<file path="src/rtl/sram_pkg.sv">
// Shared definitions for the single-port SRAM and its initiators:
// burst-master state encoding and default bus widths.
package sram_pkg;

  localparam int SRAM_ADDR_W = 8;
  localparam int SRAM_DATA_W = 8;
  localparam int SRAM_LEN_W  = 8;

  typedef enum logic [1:0] {
    IDLE  = 2'd0,
    WRITE = 2'd1,
    READ  = 2'd2,
    DRAIN = 2'd3
  } state_t;

  // Performance counters hold at all-ones instead of wrapping.
  function automatic logic [15:0] sat_inc16(input logic [15:0] v);
    return (v == 16'hFFFF) ? v : v + 16'd1;
  endfunction

endpackage

</file>
<file path="src/rtl/sram_rd_skid.sv">
// Two-entry read-data FIFO that absorbs the SRAM read latency and
// consumer backpressure; push and pop may coincide.
module sram_rd_skid #(
  parameter int DATA_W = 8
) (
  input  logic              clk,
  input  logic              rst_n,
  input  logic              push,
  input  logic [DATA_W-1:0] push_data,
  input  logic              pop,
  output logic [DATA_W-1:0] head,
  output logic [1:0]        occupancy,
  output logic              valid
);

  logic [DATA_W-1:0] mem [2];
  logic              wr_ptr;
  logic              rd_ptr;
  logic [1:0]        count;
  logic              do_push;
  logic              do_pop;

  assign do_pop  = pop && (count != 2'd0);
  assign do_push = push && ((count != 2'd2) || do_pop);

  always_ff @(posedge clk or negedge rst_n) begin
    if (!rst_n) begin
      mem[0] <= '0;
      mem[1] <= '0;
      wr_ptr <= 1'b0;
      rd_ptr <= 1'b0;
      count  <= 2'd0;
    end else begin
      if (do_push) begin
        mem[wr_ptr] <= push_data;
        wr_ptr      <= ~wr_ptr;
      end
      if (do_pop) begin
        rd_ptr <= ~rd_ptr;
      end
      case ({do_push, do_pop})
        2'b10:   count <= count + 2'd1;
        2'b01:   count <= count - 2'd1;
        default: count <= count;
      endcase
    end
  end

  assign head      = mem[rd_ptr];
  assign occupancy = count;
  assign valid     = (count != 2'd0);

endmodule

</file>
<file path="src/rtl/sram_burst_master.sv">
// Burst initiator for the single-port synchronous SRAM.
// Define SRAM_BURST_MASTER_PERF_EN to add the stall_cnt/beat_cnt counters.
module sram_burst_master
  import sram_pkg::*;
#(
  parameter int ADDR_W = SRAM_ADDR_W,
  parameter int DATA_W = SRAM_DATA_W,
  parameter int LEN_W  = SRAM_LEN_W
) (
  input  logic              clk,
  input  logic              rst_n,
  input  logic              cmd_valid,
  output logic              cmd_ready,
  input  logic              cmd_write,
  input  logic [ADDR_W-1:0] cmd_addr,
  input  logic [LEN_W-1:0]  cmd_len,
  input  logic              wr_valid,
  output logic              wr_ready,
  input  logic [DATA_W-1:0] wr_data,
  output logic              rd_valid,
  input  logic              rd_ready,
  output logic [DATA_W-1:0] rd_data,
  output logic              done,
  output logic              busy,
  output logic [ADDR_W-1:0] mem_addr,
  output logic              mem_we,
  output logic [DATA_W-1:0] mem_wdata,
  input  logic [DATA_W-1:0] mem_rdata
`ifdef SRAM_BURST_MASTER_PERF_EN
  ,
  output logic [15:0]       stall_cnt,
  output logic [15:0]       beat_cnt
`endif
);

  localparam int CNT_W = LEN_W + 1;

  state_t            state;
  state_t            state_nxt;
  logic [ADDR_W-1:0] cur_addr;
  logic [CNT_W-1:0]  remaining;
  logic              pending;
  logic              done_r;
  logic              wr_beat;
  logic              issue;
  logic              pop;
  logic              last;
  logic              rd_finish;
  logic [1:0]        occ;
  logic [2:0]        inflight;

  assign cmd_ready = (state == IDLE);
  assign busy      = (state != IDLE);
  assign wr_ready  = (state == WRITE);
  assign wr_beat   = wr_ready && wr_valid;
  assign pop       = rd_valid && rd_ready;
  assign last      = (remaining == CNT_W'(1));

  // Only issue a read when the word is guaranteed a buffer slot next cycle.
  assign inflight  = {1'b0, occ} + {2'b00, pending};
  assign issue     = (state == READ) && (inflight < (3'd2 + {2'b00, pop}));
  assign rd_finish = !pending && ((occ == 2'd0) || ((occ == 2'd1) && pop));

  assign mem_we    = wr_beat;
  assign mem_addr  = cur_addr;
  assign mem_wdata = wr_beat ? wr_data : '0;
  assign done      = done_r;

  always_comb begin
    state_nxt = state;
    case (state)
      IDLE:    if (cmd_valid) state_nxt = cmd_write ? WRITE : READ;
      WRITE:   if (wr_beat && last) state_nxt = IDLE;
      READ:    if (issue && last) state_nxt = DRAIN;
      DRAIN:   if (rd_finish) state_nxt = IDLE;
      default: state_nxt = IDLE;
    endcase
  end

  always_ff @(posedge clk or negedge rst_n) begin
    if (!rst_n) begin
      state     <= IDLE;
      cur_addr  <= '0;
      remaining <= '0;
      pending   <= 1'b0;
      done_r    <= 1'b0;
    end else begin
      state   <= state_nxt;
      pending <= issue;
      done_r  <= (state != IDLE) && (state_nxt == IDLE);
      if ((state == IDLE) && cmd_valid) begin
        cur_addr  <= cmd_addr;
        remaining <= {1'b0, cmd_len} + CNT_W'(1);
      end else if (wr_beat || issue) begin
        cur_addr  <= cur_addr + ADDR_W'(1);
        remaining <= remaining - CNT_W'(1);
      end
    end
  end

  // The SRAM output is only meaningful the cycle after an issued read.
  sram_rd_skid #(
    .DATA_W (DATA_W)
  ) u_skid (
    .clk       (clk),
    .rst_n     (rst_n),
    .push      (pending),
    .push_data (mem_rdata),
    .pop       (pop),
    .head      (rd_data),
    .occupancy (occ),
    .valid     (rd_valid)
  );

`ifdef SRAM_BURST_MASTER_PERF_EN
  always_ff @(posedge clk or negedge rst_n) begin
    if (!rst_n) begin
      stall_cnt <= 16'd0;
      beat_cnt  <= 16'd0;
    end else begin
      if (((state == READ) || (state == DRAIN)) && rd_valid && !rd_ready) begin
        stall_cnt <= sat_inc16(stall_cnt);
      end
      if (wr_beat || pop) begin
        beat_cnt <= sat_inc16(beat_cnt);
      end
    end
  end
`endif

endmodule

</file>
<file path="config.mk">
export PLATFORM = sky130hd
export DESIGN_NAME = sram_burst_master
export DESIGN_NICKNAME = d
export VERILOG_FILES = /design/src/rtl/sram_pkg.sv /design/src/rtl/sram_rd_skid.sv /design/src/rtl/sram_burst_master.sv
export SDC_FILE = /design/constraint.sdc
export NUM_CORES = 1
export LEC_CHECK = 0
export ABC_CLOCK_PERIOD_IN_PS = 2800
export CORE_ASPECT_RATIO = 0.9
export CORE_MARGIN = 1.5
export CORE_UTILIZATION = 47
export DETAILED_ROUTE_END_ITERATION = 6
export GPL_ROUTABILITY_DRIVEN = 0
export HOLD_SLACK_MARGIN = 0.05
export PLACE_DENSITY = 0.8
export REMOVE_ABC_BUFFERS = 1
export SLEW_MARGIN = 10
export SYNTH_ARGS = -nofsm -noshare
export SYNTH_HDL_FRONTEND = slang
export SYNTH_HIERARCHICAL = 1
export SYNTH_SLANG_ARGS = --single-unit
</file>
<file path="constraint.sdc">
create_clock -name clk -period 2.8 [get_ports clk]
set_clock_uncertainty 0.05 [all_clocks]
set_input_delay 0.42 -clock clk [delete_from_list [all_inputs] [get_ports clk]]
set_output_delay 0.42 -clock clk [all_outputs]
set_load 0.005 [all_outputs]
</file>
Word-level counts from Yosys, hierarchy flattened
Cells that the tools add are included.
- logic and storage cells: 74
- bits in registers: 41
- output and inout port bits: 30
- bitwise gates (word level): 4
- equality and inequality tests: 8
- reductions and logical operators: 23
- $lt $le $gt $ge: 4
- mux-type cells: 18
- add/sub/neg operators: 7
- operator list (operator ; number):
    8-bit 2-to-1 mux ; 7
    9-bit 2-to-1 mux ; 2
    16-bit bitwise mux ; 1
    1-bit logical AND ; 12
    2-bit 2-to-1 mux ; 5
    8-bit by 1-bit adder with 9-bit output, second input constant ; 1
    9-bit by 1-bit == test with 1-bit output, second input constant ; 1
    9-bit by 1-bit subtractor with 9-bit output, second input constant ; 1
    8-bit by 1-bit adder with 8-bit output, second input constant ; 1
    8-bit demux with 1-bit select ; 1
    2-bit one-hot mux with 4 select lines ; 1
    2-bit nonzero test ; 4
    2-bit by 1-bit == test with 1-bit output, second input constant ; 3
    2-bit == test, second input constant ; 3
    2-bit logical NOT ; 3
    2-bit >= comparator, second input constant ; 2
    1-bit inverter with 2-bit output ; 2
    2-bit one-hot mux with 2 select lines ; 1
    2-bit by 1-bit adder with 3-bit output ; 1
    2-bit by 1-bit adder with 3-bit output, first input constant ; 1
    1-bit logical OR ; 3
    3-bit less-than comparator ; 1
    2-bit by 1-bit adder with 2-bit output, second input constant ; 1
    2-bit by 1-bit less-than comparator with 1-bit output, second input constant ; 1
    4 further kinds ; 5

Logic depth before layout (Yosys ltp)
- word-level depth: 10
- depth in mapped cells: 9

Modules after synthesis
Netlist, hierarchy kept.
- by module, submodules not included (module ; area each (sq um) ; sequential area each (sq um) ; instances ; cells each):
    sram_burst_master ; 1405.1 ; 525.5 ; 1 ; 155
    sram_rd_skid ; 894.6 ; 500.5 ; 1 ; 59

Worst setup path after synthesis
Ideal clock, no wire load.
- kind: reg2reg
- start point: register u_skid.count[0] (netlist: u_skid/occupancy[0])
- end point: register remaining[4]
- stages on the path, launching flop included: 7
- setup time: 87 ps
- path slack: 683 ps
- clock period less this slack: 2117 ps
- data arrival time: 1981 ps
- path buffers: 0
- data required time: 2663 ps
- cell sequence: dfrtp_1 ha_1 nand3b_1 a2111oi_4 o21ai_1 or4_1 o211ai_1
- longest elaborated chain between the ends: 7
- elaborated cells between the ends (all ways): 8
- classes of those cells: add/sub: 2; order compare: 1; reduce/logical: 5
- RTL lines (what ; RTL line ; source):
    from (decl) ; sram_rd_skid.sv:19 ; logic [1:0] count;
    from (signal assigned) ; sram_rd_skid.sv:42 ; 2'b10: count <= count + 2'd1;
    from (signal assigned) ; sram_rd_skid.sv:43 ; 2'b01: count <= count - 2'd1;
    from (signal assigned) ; sram_rd_skid.sv:44 ; default: count <= count;
    2-bit nonzero test ; sram_rd_skid.sv:51 ; assign valid = (count != 2'd0);
    1-bit logical AND ; sram_burst_master.sv:56 ; assign pop = rd_valid && rd_ready;
    2-bit by 1-bit adder with 3-bit output ; sram_burst_master.sv:61 ; assign issue = (state == READ) && (inflight < (3'd2 + {2'b00, pop}));
    3-bit less-than comparator * ; sram_burst_master.sv:61 ;
    1-bit logical AND * ; sram_burst_master.sv:61 ;
    1-bit logical OR * ; sram_burst_master.sv:94 ; end else if (wr_beat || issue) begin
    2-bit nonzero test (no source line) * ; -- ;
    to (signal assigned) ; sram_burst_master.sv:93 ; remaining <= {1'b0, cmd_len} + CNT_W'(1);
    to (signal assigned) ; sram_burst_master.sv:96 ; remaining <= remaining - CNT_W'(1);
    to (decl) ; sram_burst_master.sv:41 ; logic [CNT_W-1:0] remaining;
Every way passes the cells marked *; elsewhere a longest branch is shown, timed or not.
A chain may end at the register's enable or synchronous reset.

Worst setup path after layout
Ends and elaborated chain as after synthesis.

==> key figures <==
Status
  • Status: finished clean

Clocking
  • TritonCTS Sinks: 41
  • CTS H-tree depth: 2
  • Bufs on Longest Clock Path: 2
  • Clock Pin Slew Worst Setup and Hold Paths: 80 ps
  • CTS tree: built
  • CTS root buf: clkbuf_8
  • Cts repair resizes: 0
  • Worst skew pair latency: 290 ps
  • # hold bufs at CTS: 0
  • CTS buffer count: 5
  • Setup Fix Bufs, Post-CTS: 0

Layout
  • Layout cells sized above 1: 15.8%
  • Fin nets: 329
  • Area growth from synthesis to layout: 36.7%
  • Antenna diodes: 0

Detailed routing
  • Initial drt markers: 97
  • Vias/cell: 5.15
  • Wire length per cell after detailed routing: 13.4 um
  • # DRC: 0
  • Initial DRT Pass Iterations: 4
  • DR vias: 1788
  • Routed WL: 4.65 mm
  • DRT antenna net count: 0

Timing
  • Setup Viol. Count Final: 0
  • Period utilization: 86.8%
  • Min cycle time layout: 2430 ps
  • Fin. max-slew vios: 0
  • Hold WS: 192 ps
  • RSZ-0062 raised after global routing: false
  • Final Hold Fails: 0
  • Worst slew pin tran: 878 ps
  • Maximum achievable frequency: 411 MHz
  • Max transition margin: 41.5%
  • TNS Setup: 0 ps

Global routing
  • Vias in the first global route: 1656
  • Largest net degree at the start of global routing: 42
  • First-pass GRT wire length: 7.90 mm
  • Antenna violations before repair: 0
  • Tot GR Track Use: 18.7%
  • Total grt overflow: 0

Placed design
  • Port Buf Inserts: 67
  • DP HPWL: 3.48 mm

Critical path
  • Critical-path top delay cell: a2111oi_4
  • CP peak stage delay: 600 ps
  • Cells along the critical path: ha_1 > nand3b_1 > a2111oi_4 > o21ai_1 > or4_1 > o211ai_1
  • WP data arrival: 2590 ps
  • Worst setup SP type: flip-flop
  • Setup Crit Path Kind: flip-flop to flip-flop
  • Worst Setup End Kind: flip-flop
  • Worst-path fanout max: 8
  • Reg2Reg Depth: 6
  • CP required: 2960 ps
  • Worst reg-to-reg setup slack: 370 ps

Yosys
  • Leading area contributor after synthesis: dfrtp_1
  • Main synth FF type: dfrtp_1
  • Syn avg cell area: 10.7 um2
  • Fraction of the yosys area taken by sequential cells: 44.6%
  • Yosys top cell area share: 44.6%
  • Synth top cells by count: 41 x dfrtp_1, 24 x mux2_2, 19 x nor2_1, 16 x xor2_1, 14 x a21oi_1
  • Yosys warns: 6
  • Mapped Cells: 214
  • Cell variety after synth: 42
  • Largest cells by area after synthesis: dfrtp_1 45%, mux2_2 12%, xor2_1 6.1%
  • Synth Register Bits: 41
  • Cell Area, Synth: 0.00230 mm2
  • Async SR Flop Fraction: 100%
  • Post-synth EDFFs: 0
  • Most common cell in the netlist: dfrtp_1

Power
  • P_leak: 1.27 nW
  • VDD IR max: 0.000602 V
  • Sw Share: 34.3%
  • Pwr Density: 1000 mW/mm2
  • Internal power: 0.00207 W
  • Combinational power share: 47.8%
  • Sw Pwr: 0.00108 W
  • Clock network power share: 15.2%
  • Reg power frac: 37.0%

Floorplanning
  • Row cnt: 23
  • I/O pin cnt: 68
  • Core Region: 0.00458 mm2
  • Die span in y: 69.4 um
  • Initial core utilization: 50.3%
  • Die width: 76.7 um
  • DIE AREA: 0.00532 mm2

Run
  • Max Cap Viol: 0

Min path
  • Hold Path Class: primary input to async pin
[registers in the layout, indices dropped and copies added, names as in the netlist]
register          flops
u_skid/wr_ptr         1
u_skid/mem           16
mem_addr              8
remaining             9
state                 2
pending               1
u_skid/occupancy      2
done                  1
u_skid/rd_ptr         1
[layout by cell type (no fill, tap or decap), types with 2 or more instances in the layout]
| master | Yosys | final |
|---|---|---|
| clkdlybuf4s50_1 | 0 | 66 |
| dfrtp_1 | 41 | 41 |
| mux2_2 | 24 | 24 |
| nor2_1 | 19 | 19 |
| xor2_1 | 16 | 16 |
| a21oi_1 | 14 | 14 |
| and3_1 | 10 | 10 |
| xnor2_1 | 8 | 8 |
| ha_1 | 7 | 7 |
| inv_1 | 6 | 6 |
| o211ai_1 | 6 | 6 |
| nand3_1 | 6 | 6 |
| nand2_1 | 5 | 5 |
| and2_1 | 5 | 5 |
| clkbuf_8 | 0 | 5 |
| o21ai_1 | 4 | 4 |
| mux2i_1 | 3 | 3 |
| buf_4 | 2 | 3 |
| nor2b_1 | 2 | 2 |
| or4_1 | 2 | 2 |
| nand4b_1 | 2 | 2 |
| nand2b_1 | 2 | 2 |
| a31oi_1 | 2 | 2 |
| o21ai_0 | 2 | 2 |
| nor3_1 | 2 | 2 |
| o2111ai_1 | 2 | 2 |
| nor2_2 | 2 | 2 |
[path summary, 6_finish.rpt]
check | endpoint | start
worst min register to register | u_skid/mem[5] | u_skid/mem[5]
worst max register to register | remaining[4] | u_skid/occupancy[0]
worst max-delay path | remaining[4] | u_skid/occupancy[0]
max in group asynchronous | remaining[3] | rst_n
worst min-delay path | u_skid/mem[11] | rst_n
min in group clk | u_skid/mem[5] | u_skid/mem[5]
[cell families (layout without fill, tap and decap cells)]
kind of cell,Yosys count,after routing,synth area share (%)
fa+ha+maj,7,7,3.81
flops,41,41,44.6
compound gates,35,35,10.2
buf+inv,14,85,2.67
xor+xnor,24,24,9.14
mux,28,28,13.5
simple gates,65,65,16.1
[power groups by stage]
stage,logic [W],registers (W),clock network (W)
after floorplan,0.000871,0.00111,0
after global placement,0.00148,0.00116,0
after global routing,0.00165,0.00122,0.000518
after detailed placement,0.00150,0.00117,0
after CTS,0.00152,0.00117,0.000491
final,0.00151,0.00117,0.000479
[routing by layer]
metal	part of all wire (%)	wire, um	track usage, %
met4	1.1	50	6.17
met2	47	2200	29.6
met1	47	2160	25.6
met3	5.0	232	3.95
met5	0	0	0
[metrics by stage]
stage	instances	util, %	cell area [um2]	setup WS, ps	total power [W]
after CTS	347	68.7	3140	362	0.00318
after global placement	339	66.2	3030	328	0.00264
after global routing	347	68.7	3140	215	0.00338
after floorplan	207	-	2260	428	0.00198
final	347	68.7	3140	370	0.00315
after detailed placement	339	66.2	3030	267	0.00267
[critical path, delay by kind of cell (launching register included)]
kind,cells,cell delay (ps)
AO/OA/AOI/OAI,3,890
flip-flops,1,480
AND/OR/NAND/NOR,2,620
adder cells (fa/ha/maj),1,310
[final cells by class]
type	instances	area, um2
Clock inverter	3	43.8
Multi-Input combinational cell	159	1210
Tap cell	62	77.6
Clock buffer	5	68.8
Fill cell	355	1430
Timing Repair Buffer	70	688
Inverter	7	26.3
Sequential cell	41	1030
No activity file was read; power rests on OpenSTA's default activity.
==> edit, RTL diff (same settings) <==
The option `SRAM_BURST_MASTER_PERF_EN` is turned on by a define.
--- a/src/rtl/sram_burst_master.sv
+++ b/src/rtl/sram_burst_master.sv
@@ -1,5 +1,7 @@
 // Burst initiator for the single-port synchronous SRAM.
 // Define SRAM_BURST_MASTER_PERF_EN to add the stall_cnt/beat_cnt counters.
+`define SRAM_BURST_MASTER_PERF_EN
+
 module sram_burst_master
   import sram_pkg::*;
 #(
Formal check against the unedited RTL (old outputs only; new: beat_cnt and stall_cnt): equivalent (equiv_simple and equiv_induct, registers matched by name and starting in step).
==> edit against the original RTL <==
Critical path depth down 2; final area up 62%; sequential cell count up 32; area after synthesis up 64%; sequential share of layout area up 3.3 points; non-clock buffer count up 33; sequential power up 57%; worst setup slack worse by 97 ps; first-iteration DRC count up 3.1%; total power up 51%; highest routed layer unchanged; wire length up 79%.
==> edit: results (changes against the original RTL) <==
| Metric | Value |
|---|---|
| Post-synth top cells | `dfrtp_1 (73), xnor2_1 (27), mux2_2 (26)` |
| Worst Tran Pin Value | `903.9 ps (+25.82 ps)` |
| Outcome | `finished, final reports clean` |
| DPL Wire Length | `5889 microns (+69%)` |
| Vias | `3017 (+69%)` |
| Synth Area in Adders | `0.02978 (-0.008303)` |
| Combinational share of power | `0.428 (-0.050)` |
| Peak VDD IR | `0.5359 mV (-11%)` |
| Flop2flop setup slack | `290 ps (-80 ps)` |
| Syn_area_per_cell | `10.80 sq um (+0.53%)` |
| Largest net degree at the start of global routing | `74 (+76%)` |
| Int Pwr | `3.116 mW (+50%)` |
| Maximum fanout along the worst path | `13 (+5)` |
| Filler Cell Count | `606 (+71%)` |
| Combinational group power | `2.03 mW (+34%)` |
| Placed inst area | `4872 sq um (+61%)` |
| CTS Buf Count | `9 (+4)` |
| Slowest cell on crit path | `clkdlybuf4s50_1` |
| Critical Path Source | `wr_valid` |
| Fin nets | `501 (+52%)` |
| Min Tclk post-route | `2527 ps (+97.23 ps)` |
| Worst setup path endpoint | `mem_wdata[0]` |
| First-pass GRT wire length | `13920 microns (+76%)` |
| Pleak | `2.120 nW (+67%)` |
| Slowest Stage Delay on Critical Path | `500 ps (-100 ps)` |
| Port Buffers | `99 (+48%)` |
| Pre-CTS setup slack | `181.3 ps (-85.17 ps)` |
| Share of post-route cells with drive strength above 1 | `0.1220 (-0.03589)` |
| Placed insts | `539 (+59%)` |
| Initial detailed-routing violation count | `100 (+3.1%)` |
| Drt wl/cell | `15.01 microns (+12%)` |
edit: changes by cell type in the layout (fill, tap and decap cells not counted), sizes merged, moves of 7 or more:
cell,delta
and2,+11
nand4,+9
nand3,+13
xnor2,+19
dfrtp,+32
nand2,+16
a21oi,-7
clkbuf,+7
clkdlybuf4s50,+32
edit: layout make-up:
cell class                      count  area (sq um)  area share
Multi-Input combinational cell    260          1881      0.3697
Sequential cell                    73          1827      0.3592
Timing Repair Buffer              103          1018      0.2002
Clock buffer                       12         165.2     0.03247
Tap cell                           96         120.1     0.02362
Clock inverter                      4         48.80    0.009594
Inverter                            7         26.28    0.005166
edit: critical path: cells and delay by family:
| kind | cells | cell delay [ps] |
|---|---|---|
| buffers and inverters | 2 | 990 |
| AND/OR/NAND/NOR | 2 | 650 |
edit: layer usage:
layer  vias to the layer above  global-route usage  part of all wire
met5                         -                   0                 0
met4                         0             0.07143             0.013
met3                        12             0.06864             0.065
met2                        95              0.3365              0.47
met1                      1442              0.2533              0.45
li1                       1468                   -                 -
